## config.mk

```make
export PLATFORM = sky130hd
export DESIGN_NAME = hcs_scan_controller
export DESIGN_NICKNAME = d
export VERILOG_FILES = /design/src/rtl/hcs_scan_controller.sv
export SDC_FILE = /design/constraint.sdc
export NUM_CORES = 1
export LEC_CHECK = 0
export ABC_AREA = 1
export CAP_MARGIN = 10
export CORE_UTILIZATION = 54
export CTS_CLUSTER_DIAMETER = 200
export DETAILED_ROUTE_END_ITERATION = 8
export PLACE_DENSITY = 0.89
export SLEW_MARGIN = 20
export SYNTH_ARGS = -nofsm -noshare
export SYNTH_HDL_FRONTEND = slang
export SYNTH_SLANG_ARGS = --single-unit
```

## constraint.sdc

```tcl
create_clock -name clk -period 2.8 [get_ports clk]
set_clock_uncertainty 0.15 [all_clocks]
set_input_delay 0.28 -clock clk [delete_from_list [all_inputs] [get_ports clk]]
set_output_delay 0.28 -clock clk [all_outputs]
set_load 0.05 [all_outputs]
```

## src/rtl/hcs_scan_controller.sv

```systemverilog
// hcs_scan_controller: sequences the four healthCareSystem monitor channels
// (pressure, blood, fall, temperature). For each channel it requests a sample,
// waits for the ack, lets the inputs settle, then debounces the channel's
// abnormality flag into a registered alarm bit.
// Optional build macro: FALL_LATCH_EN makes alarm[2] sticky until fallClear.
module hcs_scan_controller #(
  parameter int SETTLE_CYCLES  = 2,
  parameter int TIMEOUT_CYCLES = 16,
  parameter int ALARM_COUNT    = 3
) (
  input  logic       clk,
  input  logic       reset,
  input  logic       scanEnable,
  output logic [1:0] sensorSel,
  output logic       sensorReq,
  input  logic       sensorAck,
  input  logic       presureAbnormality,
  input  logic       bloodAbnormality,
  input  logic       fallDetected,
  input  logic       temperatureAbnormality,
  input  logic [3:0] glycemicIndex,
  input  logic       fallClear,
  output logic [3:0] alarm,
  output logic [3:0] glycemicOut,
  output logic [3:0] sensorFault,
  output logic       scanDone,
  output logic       busy
);

  typedef enum logic [2:0] {IDLE, REQ, SETTLE, CAPTURE, NEXT} stateT;

  localparam logic [3:0] SETTLE_LOAD = 4'(SETTLE_CYCLES);
  localparam logic [7:0] REQ_LAST    = 8'(TIMEOUT_CYCLES - 1);
  localparam logic [3:0] ALARM_MAX   = 4'(ALARM_COUNT);

  stateT      state, nextState;
  logic [1:0] channel;
  logic [3:0] settleCnt;
  logic [7:0] reqCnt;
  logic [3:0] debounceCnt [4];
  logic [3:0] resultBits;
  logic       curResult;
  logic       ackTimeout;

`ifndef FALL_LATCH_EN
  logic unusedFallClear;
  assign unusedFallClear = fallClear;
`endif

  assign resultBits = {temperatureAbnormality, fallDetected, bloodAbnormality, presureAbnormality};
  assign curResult  = resultBits[channel];
  assign ackTimeout = (state == REQ) && !sensorAck && (reqCnt == REQ_LAST);

  assign sensorReq = (state == REQ);
  assign sensorSel = channel;
  assign scanDone  = (state == NEXT) && (channel == 2'd3);
  assign busy      = (state != IDLE);

  // State register
  always_ff @(posedge clk) begin
    if (reset) state <= IDLE;
    else       state <= nextState;
  end

  // Next-state decode; a scan in progress always finishes before returning to IDLE
  always_comb begin
    nextState = state;
    case (state)
      IDLE:    if (scanEnable) nextState = REQ;
      REQ: begin
        if (sensorAck)       nextState = SETTLE;
        else if (ackTimeout) nextState = NEXT;
      end
      SETTLE:  if (settleCnt <= 4'd1) nextState = CAPTURE;
      CAPTURE: nextState = NEXT;
      NEXT: begin
        if ((channel == 2'd3) && !scanEnable) nextState = IDLE;
        else                                  nextState = REQ;
      end
      default: nextState = IDLE;
    endcase
  end

  // Channel pointer, settle countdown and ack-timeout counter
  always_ff @(posedge clk) begin
    if (reset) begin
      channel   <= 2'd0;
      settleCnt <= 4'd0;
      reqCnt    <= 8'd0;
    end else begin
      case (state)
        IDLE: begin
          channel <= 2'd0;
          reqCnt  <= 8'd0;
        end
        REQ: begin
          if (sensorAck) begin
            settleCnt <= SETTLE_LOAD;
            reqCnt    <= 8'd0;
          end else if (ackTimeout) begin
            reqCnt <= 8'd0;
          end else begin
            reqCnt <= reqCnt + 8'd1;
          end
        end
        SETTLE: settleCnt <= settleCnt - 4'd1;
        NEXT:   channel   <= channel + 2'd1;
        default: ;
      endcase
    end
  end

  // Fault flags, debounce counters, alarms and the glycemic capture register
  always_ff @(posedge clk) begin
    if (reset) begin
      alarm       <= 4'd0;
      sensorFault <= 4'd0;
      glycemicOut <= 4'd0;
      for (int i = 0; i < 4; i++) debounceCnt[i] <= 4'd0;
    end else begin
      if (state == REQ) begin
        if (sensorAck)       sensorFault[channel] <= 1'b0;
        else if (ackTimeout) sensorFault[channel] <= 1'b1;
      end
      if (state == CAPTURE) begin
        if (curResult) begin
          if (debounceCnt[channel] < ALARM_MAX)
            debounceCnt[channel] <= debounceCnt[channel] + 4'd1;
          if (debounceCnt[channel] >= (ALARM_MAX - 4'd1))
            alarm[channel] <= 1'b1;
        end else begin
`ifdef FALL_LATCH_EN
          if (!((channel == 2'd2) && alarm[2])) begin
            debounceCnt[channel] <= 4'd0;
            alarm[channel]       <= 1'b0;
          end
`else
          debounceCnt[channel] <= 4'd0;
          alarm[channel]       <= 1'b0;
`endif
        end
        if (channel == 2'd1) glycemicOut <= glycemicIndex;
      end
`ifdef FALL_LATCH_EN
      if (fallClear) begin
        debounceCnt[2] <= 4'd0;
        alarm[2]       <= 1'b0;
      end
`endif
    end
  end

endmodule

```

==> out/results.txt <==
The critical setup path kind was flip-flop to primary output. Entering global routing, the biggest net connects 16 pins. TritonCTS built the clock tree. Number of antenna violations at the first check in global routing: 0. The worst hold path was traced through 2 stages. The via count of the first global-routing pass is 1745, and the transition at the pin with the smallest max-transition slack is 559 ps.

The HPWL after detailed placement is 3300 um. For the antenna violation net count after detailed routing, the log shows 0. The number of input and output port buffers inserted is 28. In this run the tightest slew margin relative to its limit is 62.4%.

Setup repair after global routing left no endpoint under its margin. CTS built an H-tree with a depth of 2. Per-cell via count in the routed design: 5.08. For this run the aggregate overflow at the end of global routing stands at 0.

The overall fraction of global-route tracks in use is 21.9%, and the number of filler cells placed in the layout is 317. CTS saw 47 sinks. The worst flop-to-flop path endpoint is debounceCnt[0][3]$_SDFFCE_PN0P_.

Counting along the longest clock path gives a buffer depth of 2. The tool flagged a number of max-cap violations equal to 0. The floorplan step defined a die boundary enclosing 4490 um2.

In this run the static leakage power is 1.13 nW. The run gives 345 as the number of nets at the end of the flow. The worst setup path is launched from a flip-flop.

Timing analysis after detailed placement gives a worst setup slack of 278 ps. The share of final-layout standard cells stronger than drive strength 1 is 8.64%. The number of setup buffers added after CTS is 0. Synthesis handed over a netlist of 283 instances. The cell area after placement is 2640 um2, and the clock latency reported for the late side of the worst-skew pair is 300 ps.

The area fraction of the dominant cell type after synthesis is 27.2%. For the number of detailed-routing iterations run before antenna repair, the log shows 4. The share of the clock period used by the worst path is 93.1%. The slowest stage of the critical path is the sky130_fd_sc_hd__clkdlybuf4s50_1 cell.

The die width works out to 67.0 um. The run gives 23 as the number of rows created at floorplan. The min-delay analysis places its worst path in the category flip-flop to flip-flop. The logs give 1900 for the total via count after detailed routing and 2370 ps for the data required time of the worst path. The run gives 0 as the number of hold buffers added after CTS.

The worst path buffer plus inverter count came out at 2. The setup slack of the critical path after layout was 194 ps; the average footprint of a synthesized cell was 8.06 um2. The final layout contains routed wiring with a total length of 4350 um.

The count of yosys warnings during synthesis was 0; the initial standard-cell utilization of the core was 56.6%. Among cell families on the critical path, the largest total delay comes from buffers and inverters. The flow ran to the end, and the final reports show no timing, DRC or antenna violations. The number of buffers created by CTS came out at 5.

Synthesis inferred 47 register bits. The post-synthesis cell type with the largest combined area is sky130_fd_sc_hd__dfxtp_1. The critical path goes through ha_1 -> inv_1 -> nor2_1 -> clkdlybuf4s50_1. The tools report the switching power of the nets as 0.425 mW.

In the post-synthesis netlist, the biggest area contributors are sky130_fd_sc_hd__dfxtp_1 (27%), sky130_fd_sc_hd__edfxtp_1 (21%), sky130_fd_sc_hd__nand2_1 (8.7%), sky130_fd_sc_hd__inv_1 (6.8%), sky130_fd_sc_hd__a21oi_1 (5.3%). The mean routed wirelength per cell is 11.6 um, and the setup slack of the worst register-to-register path is 270 ps. The worst setup path is captured at a primary output.

After routing the design area is 2730 um2. The clock network accounts for 27.9% of the total power. From synthesis to final layout, the design area changed by 19.6%. The floorplan step defined a core boundary enclosing 4030 um2. Per report_power, the combinational group accounts for 18.8% of the total.

After clock tree synthesis, the clock-pin slew on the worst setup and hold paths is 90 ps. The arrival time reported for the critical path endpoint is 2180 ps, and the internal power consumption is 1.00 mW. At the end of routability-driven placement, the weighted congestion stood at 0.900. The DRC violation total after the first TritonRoute iteration was 129. The die span in y came out at 67.0 um.

For the number of setup violations in the final report, the log shows 0. 30 I/O pins were placed. The logs give 384 MHz for the fmax and 0 for the final max-slew violation count. The number of different library cells used by synthesis comes to 30. The tools report the sequential area share after synthesis as 48.3%. The first global-routing pass estimated 7280 um of wire. The tools report the worst slack on hold paths as 300 ps. For this design the ratio of total power to cell area is 523 nW/um2.

The most frequent standard cell in the layout excluding fill and tap cells was sky130_fd_sc_hd__nand2_1. For the number of gates resized after cts, the log shows 0. The delay of the slowest critical-path stage was 810 ps; the cell area after technology mapping was 2280 um2. Net switching is 29.8% of the power. The number of cells on the worst reg-to-reg path is 11.

The cell sitting at the root of the clock tree is a sky130_fd_sc_hd__clkbuf_8. The antenna diode count came out at 0. The number of failing hold endpoints at the final stage is 0, and the worst-case vdd ir drop is 496 uV. The share of total power dissipated in sequential elements is 53.3%. The total negative slack was 0 ps; the post-layout minimum cycle time was 2610 ps. After detailed routing, the number of remaining DRC violations is 0. In the layout the commonest cells are sky130_fd_sc_hd__nand2_1 (53), sky130_fd_sc_hd__inv_1 (41), sky130_fd_sc_hd__dfxtp_1 (31), sky130_fd_sc_hd__clkdlybuf4s50_1 (28), sky130_fd_sc_hd__nor2_1 (26). Logic depth of the worst setup path including buffers: 4.

In this run the worst path has a maximum fanout of 9.
Yosys cell counts (all sizes together):
cell type	number
ha	9
o21ai	13
inv	45
nand2	61
dfxtp	31
o211ai	2
conb	1
nor2	27
nand3	26
edfxtp	16
or2	1
a211oi	1
nand4	10
clkbuf	2
xor2	3
buf	3
a21oi	24
nor3	6
xnor2	1
clkinv	1
per-stage QoR:
step	power [mW]	instances	utilization, %
floorplan	0.967	290	-
global placement	1.04	366	65.5
detailed placement	1.04	366	65.5
CTS	1.44	374	67.7
global route	1.49	374	67.7
finish	1.43	374	67.7
final cells by class:
type | count | area, um2 | area share [%]
Clock buffer | 5 | 68.8 | 2.52
Clock inverter | 3 | 20.0 | 0.734
Inverter | 46 | 173 | 6.33
Multi-Input combinational cell | 192 | 998 | 36.6
Sequential cell | 47 | 1100 | 40.4
Tap cell | 50 | 62.6 | 2.29
Timing Repair Buffer | 31 | 303 | 11.1
metal layers:
layer / track usage [%] / vias to the layer above / wire length [um]
li1: - / 995 / -
met1: 24.6 / 875 / 1960
met2: 40.2 / 25 / 2200
met3: 4.62 / 5 / 135
met4: 7.98 / 0 / 60
met5: 0 / - / 0
worst max path at each step:
| stage | start | to | slack [ps] |
|---|---|---|---|
| final | sensorSel[1]$_SDFFE_PP0N_ | scanDone | 190 |
| after global routing | flip-flop | debounceCnt[0][1]$_SDFFCE_PN0P_ | 60 |
| after CTS | sensorSel[1]$_SDFFE_PP0N_ | scanDone | 210 |
| after detailed placement | flip-flop | debounceCnt[0][2]$_SDFFCE_PN0P_ | 280 |
| after global placement | flip-flop | debounceCnt[0][3]$_SDFFCE_PN0P_ | 480 |
| after floorplan | sensorSel[1]$_SDFFE_PP0N_ | scanDone | 550 |
logic make-up after synthesis:
| kind of cell | after synthesis | share of synthesized area [%] |
|---|---|---|
| other | 1 | 0.164 |
| adder cells (fa/ha/maj) | 9 | 4.94 |
| flip-flops | 47 | 48.3 |
| AND/OR/NAND/NOR | 131 | 26.7 |
| AO/OA/AOI/OAI | 40 | 9.28 |
| buffers and inverters | 51 | 9.06 |
| XOR/XNOR | 4 | 1.54 |
worst reg2reg max path: stages, from the launching register on:
cell	delay, ps
sky130_fd_sc_hd__dfxtp_1	490
sky130_fd_sc_hd__inv_2	140
sky130_fd_sc_hd__nor2_1	110
sky130_fd_sc_hd__nor2_1	50
sky130_fd_sc_hd__o21ai_0	90
sky130_fd_sc_hd__nand2_1	140
sky130_fd_sc_hd__ha_1	210
sky130_fd_sc_hd__nor2_1	130
sky130_fd_sc_hd__nand2_2	120
sky130_fd_sc_hd__nand2_2	100
sky130_fd_sc_hd__nand2_2	70
sky130_fd_sc_hd__o21ai_1	390
power groups by stage:
stage                     clock [mW]  combinational [mW]  sequential (mW)
after floorplan                    0               0.184            0.783
final                          0.398               0.268            0.760
after CTS                      0.407               0.268            0.760
after global placement             0               0.261            0.774
after detailed placement           0               0.267            0.776
after global routing           0.427               0.300            0.765
Note: power is estimated with default switching activity, not from simulation.
